## src/rtl/vrf_pkg.sv

```systemverilog
`default_nettype none
// ============================================================================
// Package     : vrf_pkg
// Description : Shared sizing constants, types and helpers for the vector
//               register file write-back path.
//               Optional feature macro used by the arbiter top:
//               VRF_WB_SCOREBOARD_EN (busy-register scoreboard).
// Contents    : VRF_WIDTH  - lanes per vector and bits per lane
//               NREG       - number of vector registers
//               ADDR_W     - register address width
//               VEC_W      - flat bit width of one vector
//               vreg_addr_t, vec_t, rr_next()
// Revision    : 1.0 - initial release
// ============================================================================
package vrf_pkg;

    localparam int VRF_WIDTH = 16;
    localparam int NREG      = 32;
    localparam int ADDR_W    = $clog2(NREG);
    localparam int VEC_W     = VRF_WIDTH * VRF_WIDTH;

    typedef logic [ADDR_W-1:0]                  vreg_addr_t;
    typedef logic [VRF_WIDTH-1:0][VRF_WIDTH-1:0] vec_t;

    // Successor of a requester index in a ring of n requesters.
    function automatic int rr_next(input int idx, input int n);
        return (idx + 1 >= n) ? 0 : idx + 1;
    endfunction

endpackage : vrf_pkg
`default_nettype wire

```

## src/rtl/vrf_wb_arbiter_if.sv

```systemverilog
`default_nettype none
// ============================================================================
// Interface   : vrf_wb_arbiter_if
// Description : Bundles the requester handshake, the VRF write port and the
//               scoreboard decode signals of the write-back arbiter.
// Modports    : master - requesters / decode side (drives requests, sb_*, rs*)
//               slave  - arbiter side (drives req_ready, RD/WD/WEV, rs_busy,
//                        sb_err)
// Signals     : req_valid/req_rd/req_wd/req_ready per requester,
//               RD/WD/WEV registered VRF write port,
//               sb_set/sb_rd, rs1/rs2/rs3, rs_busy, sb_err
// Revision    : 1.0 - initial release
// ============================================================================
interface vrf_wb_arbiter_if
    import vrf_pkg::*;
#(
    parameter int NREQ   = 3,
    parameter int WIDTH  = VRF_WIDTH,
    parameter int ADDR_W = vrf_pkg::ADDR_W
);

    logic [NREQ-1:0]                         req_valid;
    logic [NREQ-1:0][ADDR_W-1:0]             req_rd;
    logic [NREQ-1:0][WIDTH-1:0][WIDTH-1:0]   req_wd;
    logic [NREQ-1:0]                         req_ready;

    logic [ADDR_W-1:0]                       RD;
    logic [WIDTH-1:0][WIDTH-1:0]             WD;
    logic                                    WEV;

    logic                                    sb_set;
    logic [ADDR_W-1:0]                       sb_rd;
    logic [ADDR_W-1:0]                       rs1;
    logic [ADDR_W-1:0]                       rs2;
    logic [ADDR_W-1:0]                       rs3;
    logic [2:0]                              rs_busy;
    logic                                    sb_err;

    modport master (
        output req_valid, req_rd, req_wd, sb_set, sb_rd, rs1, rs2, rs3,
        input  req_ready, RD, WD, WEV, rs_busy, sb_err
    );

    modport slave (
        input  req_valid, req_rd, req_wd, sb_set, sb_rd, rs1, rs2, rs3,
        output req_ready, RD, WD, WEV, rs_busy, sb_err
    );

endinterface : vrf_wb_arbiter_if
`default_nettype wire

```

## src/rtl/rr_arbiter.sv

```systemverilog
`default_nettype none
// ============================================================================
// Module      : rr_arbiter
// Description : Combinational round-robin picker. The first asserted request
//               found scanning from ptr_i upwards (wrapping at N) is granted.
// Ports       : req_i     [N]   request vector
//               ptr_i     [IW]  highest-priority index (must be < N)
//               gnt_o     [N]   one-hot grant, zero when no request
//               gnt_idx_o [IW]  index of the granted requester
// Revision    : 1.0 - initial release
// ============================================================================
module rr_arbiter #(
    parameter int N = 3
) (
    input  wire logic [N-1:0]                    req_i,
    input  wire logic [((N > 1) ? $clog2(N) : 1)-1:0] ptr_i,
    output logic      [N-1:0]                    gnt_o,
    output logic      [((N > 1) ? $clog2(N) : 1)-1:0] gnt_idx_o
);

    localparam int IW = (N > 1) ? $clog2(N) : 1;

    always_comb begin
        logic found;
        int   j;
        gnt_o     = '0;
        gnt_idx_o = '0;
        found     = 1'b0;
        for (int k = 0; k < N; k++) begin
            // Wrap without a modulo so the scan stays a small adder + compare.
            j = int'(ptr_i) + k;
            if (j >= N) begin
                j = j - N;
            end
            if (!found && req_i[j]) begin
                gnt_o[j]  = 1'b1;
                gnt_idx_o = IW'(j);
                found     = 1'b1;
            end
        end
    end

endmodule : rr_arbiter
`default_nettype wire

```

## src/rtl/vrf_wb_arbiter.sv

```systemverilog
`default_nettype none
// ============================================================================
// Module      : vrf_wb_arbiter
// Description : Shares the single VRF write port among NREQ producers with a
//               round-robin valid/ready grant and a registered write stage.
//               An optional busy-register scoreboard reports pending writes to
//               decode for RAW stalls and flags WAW issue errors.
// Macro       : VRF_WB_SCOREBOARD_EN - when defined the scoreboard (busy[],
//               rs_busy, sb_err) is built; otherwise rs_busy and sb_err are 0
//               and sb_set/sb_rd/rs* are ignored.
// Ports       : clk  - clock, all logic on posedge
//               rst  - synchronous, active-low reset
//               bus  - vrf_wb_arbiter_if.slave (requests, VRF write port,
//                      scoreboard decode signals)
// Revision    : 1.0 - initial release
// ============================================================================
module vrf_wb_arbiter #(
    parameter int WIDTH = vrf_pkg::VRF_WIDTH,
    parameter int NREQ  = 3,
    parameter int NREG  = vrf_pkg::NREG
) (
    input  wire logic         clk,
    input  wire logic         rst,
    vrf_wb_arbiter_if.slave   bus
);

    import vrf_pkg::*;

    localparam int AW = $clog2(NREG);
    localparam int IW = (NREQ > 1) ? $clog2(NREQ) : 1;

    // ------------------------------------------------------------------
    // Arbitration
    // ------------------------------------------------------------------
    logic [IW-1:0]   rr_ptr_q;
    logic [NREQ-1:0] w_gnt;
    logic [IW-1:0]   w_gnt_idx;
    logic            w_hs;

    rr_arbiter #(
        .N (NREQ)
    ) u_rr_arbiter (
        .req_i     (bus.req_valid),
        .ptr_i     (rr_ptr_q),
        .gnt_o     (w_gnt),
        .gnt_idx_o (w_gnt_idx)
    );

    // Grants are suppressed while reset is asserted so no handshake can be
    // observed by a requester during reset.
    assign bus.req_ready = rst ? w_gnt : '0;

    // The grant is a subset of the valid vector, so any grant is a handshake.
    assign w_hs = |bus.req_ready;

    // ------------------------------------------------------------------
    // Registered write stage
    // ------------------------------------------------------------------
    logic                         wev_q;
    logic [AW-1:0]                rd_q;
    logic [WIDTH-1:0][WIDTH-1:0]  wd_q;

    always_ff @(posedge clk) begin
        if (!rst) begin
            wev_q    <= 1'b0;
            rd_q     <= '0;
            wd_q     <= '0;
            rr_ptr_q <= '0;
        end else begin
            wev_q <= w_hs;
            if (w_hs) begin
                rd_q     <= bus.req_rd[w_gnt_idx];
                wd_q     <= bus.req_wd[w_gnt_idx];
                rr_ptr_q <= IW'(rr_next(int'(w_gnt_idx), NREQ));
            end
        end
    end

    assign bus.WEV = wev_q;
    assign bus.RD  = rd_q;
    assign bus.WD  = wd_q;

    // ------------------------------------------------------------------
    // Scoreboard
    // ------------------------------------------------------------------
`ifdef VRF_WB_SCOREBOARD_EN
    logic [NREG-1:0] busy_q;
    logic [NREG-1:0] busy_d;
    logic            sb_err_q;
    logic            sb_err_d;
    logic            w_clr_hit;

    // A set landing on the register being committed this edge is a fresh
    // tracked write, not a WAW conflict.
    assign w_clr_hit = wev_q && (rd_q == bus.sb_rd);

    always_comb begin
        busy_d   = busy_q;
        sb_err_d = sb_err_q;
        if (wev_q) begin
            busy_d[rd_q] = 1'b0;
        end
        // Applied after the clear so a same-edge set wins.
        if (bus.sb_set) begin
            if (busy_q[bus.sb_rd] && !w_clr_hit) begin
                sb_err_d = 1'b1;
            end
            busy_d[bus.sb_rd] = 1'b1;
        end
    end

    always_ff @(posedge clk) begin
        if (!rst) begin
            busy_q   <= '0;
            sb_err_q <= 1'b0;
        end else begin
            busy_q   <= busy_d;
            sb_err_q <= sb_err_d;
        end
    end

    // The committing register still counts as busy during its write cycle,
    // since the VRF only returns the new value one cycle later.
    assign bus.rs_busy[0] = busy_q[bus.rs1] | (wev_q && (rd_q == bus.rs1));
    assign bus.rs_busy[1] = busy_q[bus.rs2] | (wev_q && (rd_q == bus.rs2));
    assign bus.rs_busy[2] = busy_q[bus.rs3] | (wev_q && (rd_q == bus.rs3));
    assign bus.sb_err     = sb_err_q;
`else
    logic w_sb_unused;

    assign w_sb_unused  = ^{bus.sb_set, bus.sb_rd, bus.rs1, bus.rs2, bus.rs3};
    assign bus.rs_busy  = 3'b000;
    assign bus.sb_err   = 1'b0;
`endif

endmodule : vrf_wb_arbiter
`default_nettype wire
```

## src/flat_wrapper.sv

```systemverilog
// flat-port wrapper written by rule: the top's interface ports become plain ports
module vrf_wb_arbiter_flat import vrf_pkg::*;
#(
    parameter int WIDTH = vrf_pkg::VRF_WIDTH,
    parameter int NREQ  = 3,
    parameter int NREG  = vrf_pkg::NREG
)
  (clk, rst, bus_req_valid, bus_req_rd, bus_req_wd, bus_sb_set, bus_sb_rd, bus_rs1, bus_rs2, bus_rs3, bus_req_ready, bus_RD, bus_WD, bus_WEV, bus_rs_busy, bus_sb_err);
  vrf_wb_arbiter_if #(.NREQ(NREQ), .WIDTH(WIDTH)) bus_i ();
  input  wire logic clk;
  input  wire logic rst;
  input wire logic [$bits(bus_i.req_valid)-1:0] bus_req_valid;
  input wire logic [$bits(bus_i.req_rd)-1:0] bus_req_rd;
  input wire logic [$bits(bus_i.req_wd)-1:0] bus_req_wd;
  input wire logic [$bits(bus_i.sb_set)-1:0] bus_sb_set;
  input wire logic [$bits(bus_i.sb_rd)-1:0] bus_sb_rd;
  input wire logic [$bits(bus_i.rs1)-1:0] bus_rs1;
  input wire logic [$bits(bus_i.rs2)-1:0] bus_rs2;
  input wire logic [$bits(bus_i.rs3)-1:0] bus_rs3;
  output wire logic [$bits(bus_i.req_ready)-1:0] bus_req_ready;
  output wire logic [$bits(bus_i.RD)-1:0] bus_RD;
  output wire logic [$bits(bus_i.WD)-1:0] bus_WD;
  output wire logic [$bits(bus_i.WEV)-1:0] bus_WEV;
  output wire logic [$bits(bus_i.rs_busy)-1:0] bus_rs_busy;
  output wire logic [$bits(bus_i.sb_err)-1:0] bus_sb_err;
  assign bus_i.req_valid = bus_req_valid;
  assign bus_i.req_rd = bus_req_rd;
  assign bus_i.req_wd = bus_req_wd;
  assign bus_i.sb_set = bus_sb_set;
  assign bus_i.sb_rd = bus_sb_rd;
  assign bus_i.rs1 = bus_rs1;
  assign bus_i.rs2 = bus_rs2;
  assign bus_i.rs3 = bus_rs3;
  assign bus_req_ready = bus_i.req_ready;
  assign bus_RD = bus_i.RD;
  assign bus_WD = bus_i.WD;
  assign bus_WEV = bus_i.WEV;
  assign bus_rs_busy = bus_i.rs_busy;
  assign bus_sb_err = bus_i.sb_err;
  vrf_wb_arbiter #(.WIDTH(WIDTH), .NREQ(NREQ), .NREG(NREG)) u_core (.clk(clk), .rst(rst), .bus(bus_i));
endmodule
```

## config.mk

```make
export PLATFORM = sky130hd
export DESIGN_NAME = vrf_wb_arbiter_flat
export DESIGN_NICKNAME = d
export VERILOG_FILES = /design/src/rtl/vrf_pkg.sv /design/src/rtl/vrf_wb_arbiter_if.sv /design/src/rtl/rr_arbiter.sv /design/src/rtl/vrf_wb_arbiter.sv /design/src/flat_wrapper.sv
export SDC_FILE = /design/constraint.sdc
export NUM_CORES = 1
export LEC_CHECK = 0
export BUFFER_PORTS_ARGS = -buffer_cell sky130_fd_sc_hd__buf_2
export CAP_MARGIN = 20
export CORE_AREA = 2 2 414 416
export DETAILED_ROUTE_END_ITERATION = 12
export DIE_AREA = 0 0 416 418
export GPL_TIMING_DRIVEN = 0
export PLACE_DENSITY_LB_ADDON = 0.15
export SLEW_MARGIN = 20
export SYNTH_ARGS = -nofsm -noshare
export SYNTH_HDL_FRONTEND = slang
export SYNTH_SLANG_ARGS = --single-unit
```

## constraint.sdc

```tcl
create_clock -name clk -period 5.8 [get_ports clk]
set_input_delay 1.16 -clock clk [delete_from_list [all_inputs] [get_ports clk]]
set_output_delay 1.16 -clock clk [all_outputs]
set_load 0.05 [all_outputs]
```

Word-level counts from Yosys, hierarchy flattened:

Index checks and enable logic that the tools add are counted.

* reduce and logical (&&, ||, !) cells: 8
* muxes and demuxes: 32
* order comparisons: 11
* bitwise gates (word level): 2
* add/subtract/negate cells: 6

Operator list (number)
* 256-bit binary-select mux with 2-bit select: 1
* 256-bit two-way mux: 1
* 32-bit by 1-bit greater-or-equal comparator with 1-bit output, second input constant: 3
* 32-bit by 4-bit less-than comparator with 1-bit output, second input constant: 3
* 32-bit two-way mux: 3
* 3-bit two-way mux: 4
* 1-bit two-way mux: 11
* 5-bit binary-select mux with 2-bit select: 1
* 3-bit by 2-bit greater-or-equal comparator with 1-bit output, second input constant: 3
* 2-bit two-way mux: 4
* 3-bit by 2-bit subtractor with 4-bit output, second input constant: 2
* 2-bit by 1-bit adder with 3-bit output, second input constant: 2
* 1-bit binary-select mux with 2-bit select: 3
* 1-bit demux with 2-bit select: 3
* 3-bit OR: 2
* 1-bit logical AND: 5
* 5-bit two-way mux: 1
* 2-bit by 2-bit adder with 3-bit output, second input constant: 1
* 2-bit by 3-bit less-than comparator with 1-bit output, second input constant: 1
* 3-bit OR reduction: 1
* 2-bit by 2-bit subtractor with 3-bit output, second input constant: 1
* 2-bit greater-or-equal comparator, second input constant: 1
* 1-bit zero test: 2

* bits of input ports: 809
* flip-flop bits (word level): 264
* logic and storage cells: 78
* output and inout port bits: 269

Logic depth before layout (Yosys ltp):

* word-level depth: 15
* depth in mapped cells: 13
* gate-level depth less buffers: 8

Modules after synthesis:

From an unflattened synthesis, not the netlist that was laid out.

* cell total of the unflattened synthesis: 1810
* area total of the unflattened synthesis: 14838.0 sq um

Modules (own cells, without submodules)
* vrf_wb_arbiter: area an instance 14505.2 sq um, sequential area each 5285.1 sq um, cells an instance 1758, instances 1
* rr_arbiter: area an instance 332.8 sq um, sequential area each 0.0 sq um, cells an instance 52, instances 1

Worst setup path before layout:

Ideal clock, no wire load.

* kind: input -> output
* start point: input port bus_req_valid[2]
* end point: output port bus_req_ready[0]
* setup slack: 1.823 ns
* data arrival time: 2.817 ns
* cell stages on the path: 6
* path buffers: 2
* path through: mux2_2 -> o21ai_1 -> a32oi_1 -> a21oi_2 -> buf_2 -> buf_1

* longest elaborated chain between the ends: 11
* elaborated cells between the ends (all ways): 21

Ends and longest elaborated chain
* start: declaration: RTL line flat_wrapper.sv:12 `input wire logic [$bits(bus_i.req_valid)-1:0] bus_req_valid;`
* 1-bit binary-select mux with 2-bit select: RTL line rr_arbiter.sv:35 `if (!found && req_i[j]) begin`
* 1-bit two-way mux (implied by the code) (2 in a row): RTL line rr_arbiter.sv:35
* 1-bit two-way mux: RTL line rr_arbiter.sv:35
* 1-bit zero test: RTL line rr_arbiter.sv:35
* 1-bit logical AND: RTL line rr_arbiter.sv:35
* 1-bit two-way mux: RTL line rr_arbiter.sv:35
* 1-bit zero test: RTL line rr_arbiter.sv:35
* 1-bit logical AND: RTL line rr_arbiter.sv:35
* 3-bit two-way mux (*): RTL line rr_arbiter.sv:35
* 3-bit two-way mux (*): RTL line vrf_wb_arbiter.sv:51 `assign bus.req_ready = rst ? w_gnt : '0;`
* end: declaration: RTL line flat_wrapper.sv:20 `output wire logic [$bits(bus_i.req_ready)-1:0] bus_req_ready;`

Every way passes the cells marked *; elsewhere a longest branch is shown, timed or not. The select of a mux whose other input is x is not followed.

Worst setup path in the final report:

* start point: register u_core.rr_ptr_q[0]
* end point: output port bus_req_ready[0]

* longest elaborated chain between the ends: 13
* elaborated cells between the ends (all ways): 47

Ends and longest elaborated chain
* start: declaration: RTL line vrf_wb_arbiter.sv:35 `logic [IW-1:0] rr_ptr_q;`
* start signal: assignment: RTL line vrf_wb_arbiter.sv:74 `rr_ptr_q <= IW'(rr_next(int'(w_gnt_idx), NREQ));`
* parallel branches: the longest is 11 deep, another holds 32-bit by 1-bit greater-or-equal comparator with 1-bit output
* 3-bit two-way mux (*): RTL line rr_arbiter.sv:35
* 3-bit two-way mux (*): RTL line vrf_wb_arbiter.sv:51

Every way passes the cells marked *. The select of a mux whose other input is x is not followed.

==> impl_metrics.json <==
{
  "slowest_stage": "buf_1",
  "clock_latency_ns": 0.64,
  "rows": 151,
  "crit_family": "buffers and inverters",
  "worst-path-buf-inv": 5,
  "ys_seq_area_frac": 0.364,
  "finalHoldViolations": 0,
  "dp_cells": 4879,
  "place_ws_ns": 0.325,
  "period_needed_ns": 5.35,
  "period_share": 0.923,
  "area_growth_pct": 66.4,
  "slowest_delay_ns": 0.63,
  "drtIter0Drc": 1317,
  "clk_pin_slew_ns": 0.05,
  "die_h_um": 418,
  "path_cells": "inv_1 -> ha_1 -> buf_2 -> nor4bb_1 -> a311o_1 -> a32oi_1 -> a21oi_2 -> buf_4 -> buf_1 -> buf_2",
  "antenna_found_initial": 107,
  "grt_use_met1": 0.178,
  "initial_utilization": 0.0858,
  "drv_slew": 0,
  "vias": 19400,
  "drt_wl_total_mm": 141,
  "grt_pass1_wl_mm": 182,
  "grt-ovfl-total": 0,
  "async_reset_ff_frac": 0,
  "cts_made_buffers": 44,
  "drive_gt1_frac": 0.464,
  "synthesis.area_mm2": 0.0145,
  "p_per_area_mw_per_mm2": 816,
  "final.setup.tns_ns": 0,
  "tightest_slew_ns": 1.04,
  "htree_levels": 2,
  "ios": 1078,
  "cp_max_fo": 10,
  "cts_buffer_depth": 3,
  "busiest_layer": "met2",
  "wl_per_cell_um": 28.3,
  "grt_pass1_vias": 19600,
  "met3_usage": 0.0421,
  "cts_hold_buf": 0,
  "power_leakage_nw": 9.89,
  "placed_area_mm2": 0.0226,
  "setup_viol": 0,
  "drt-pass1-iter-count": 7,
  "setup_slack_ns": 0.447,
  "drc": 0,
  "dieArea_mm2": 0.174,
  "syn_inst": 1605,
  "dp_hpwl_mm": 117,
  "synth_edf_count": 0,
  "worstPathRequired_ns": 4.64,
  "final_util": 0.143,
  "grt_usage": 0.153,
  "cp-start-kind": "flop",
  "viasPerCell": 3.91,
  "max_freq_mhz": 187,
  "n_fill_cell": 19500,
  "ys_seq_elements": 264,
  "gp_congestion": 0.857,
  "hold-path-cell-count": 2,
  "antenna_left": 0,
  "status": "finished, final reports clean",
  "grt_max_degree": 13,
  "power_mw": 19.7,
  "r2r_cells": 11,
  "cts.sinks": 264,
  "worstPathArrival_ns": 4.19,
  "cts_root_buf": "clkbuf_16",
  "core_mm2": 0.169,
  "critPathKind": "reg -> out",
  "syn_area_per_cell_um2": 9.04,
  "ys_warn_count": 0,
  "cpMostUsedCell": "buf_2",
  "synth_flop_cell": "dfxtp_1",
  "ir_worst_vdd_uv": 218,
  "cap_viol_max_count": 0,
  "holdWs_ns": 0.505,
  "rsz0062_at_grt": "no",
  "use_met2": 0.279,
  "cts_tree": "built",
  "port_buffers": 1052,
  "hold_class": "reg -> reg",
  "cp_num_cells": 10,
  "stdcell_area_mm2": 0.0241,
  "ys_types": 48,
  "die_w_um": 416,
  "fin_skew_ns": 0.0365,
  "finalNonFillerCells": 4978,
  "endpoint_kind": "primary output",
  "final_nets": 3520,
  "max-slew-margin-rel": 0.304
}
## what timing repair did
action                                  CTS  global route
endpoints found under the setup margin    1             0
setup buffers                             0             0
gates resized for setup                   1             0
## cell families after synthesis
family,share of synthesized area
AOI/OAI and AO/OA,0.421
adders and majority gates,0.00345
buffers and inverters,0.0739
DFF,0.364
muxes,0.0602
other,0.000259
and+or+nand+nor,0.0771
## routing by layer
metal | part of all wire | routed length [um]
met4 | 0.022 | 3060
met1 | 0.39 | 55100
met2 | 0.52 | 72600
met5 | 0.0037 | 523
met3 | 0.066 | 9340
## path summary, 6_finish.rpt
| kind | startpoint | endpoint | slack [ns] |
|---|---|---|---|
| setup / recovery | u_core.rr_ptr_q[0] | bus_req_ready[0] | 0.45 |
| hold / removal | u_core.bus.WD[24] | u_core.bus.WD[24] | 0.51 |
| setup reg to reg | u_core.rr_ptr_q[0] | u_core.bus.WD[228] | 1.37 |
| hold reg to reg | u_core.bus.WD[24] | u_core.bus.WD[24] | 0.51 |
## state kept, by name, summed over array words and instances, names as in the netlist
register	cells
u_core.rr_ptr_q	2
u_core.bus.WD	256
u_core.bus.RD	5
u_core.bus.WEV	1
## cell usage in the layout, fill, tap and decap left out, types with 2 or more instances in the layout
cell type,netlist,final
o31ai_1,3,3
clkinv_2,0,4
o311ai_0,85,85
buf_1,3,3
a31oi_2,70,70
mux2_2,2,2
o21ai_1,2,2
buf_4,10,11
bufinv_16,0,3
o221ai_1,85,85
a31oi_1,106,106
buf_6,9,9
o41ai_1,176,176
nand2_1,266,266
a22o_1,2,2
buf_2,44,1095
o21ai_0,2,2
nand2b_1,5,5
diode_2,0,20
clkinvlp_4,0,3
clkbuf_8,0,11
a21oi_1,3,3
dfxtp_1,264,264
mux2i_1,85,85
conb_1,1,4
clkbuf_1,172,175
inv_1,5,5
clkbuf_16,0,44
clkinv_8,0,3
clkbuf_2,0,7
a22oi_1,177,177
ha_1,4,4
## report_power, final
group | switching (mW) | total, mW | internal, mW
clock network | 1.17 | 2.84 | 1.67
registers | 0.441 | 3.07 | 2.63
logic | 10.3 | 13.8 | 3.50
## Yosys cell counts (9+ instances only)
cell        n  share of area
nand2_1   266          0.069
buf_2      44          0.015
a31oi_2    70          0.060
o311ai_0   85          0.051
mux2i_1    85          0.059
a22oi_1   177          0.092
dfxtp_1   264           0.36
o41ai_1   176           0.11
buf_6       9         0.0070
a31oi_1   106          0.046
clkbuf_1  172          0.045
buf_4      10         0.0052
o221ai_1   85          0.051
## layout make-up
type / count / area [um^2] / area share
antenna: 20 / 50.0 / 0.00207
buffer: 238 / 1060 / 0.0441
clock buffer: 65 / 1290 / 0.0535
clock inverter: 14 / 190 / 0.00788
inverter: 5 / 18.8 / 0.000778
multi-input combinational: 1101 / 8160 / 0.338
sequential: 264 / 5290 / 0.219
tap: 2218 / 2780 / 0.115
timing repair buffer: 1053 / 5290 / 0.219
## worst reg2reg max path, delay by kind of cell (launching register included)
family / cells / cell delay (ns)
fa+ha+maj: 1 / 0.29
flops: 1 / 0.45
compound gates: 4 / 1.49
buf+inv: 5 / 2.10
simple gates: 1 / 0.07
(Power assumes the default switching activity.)
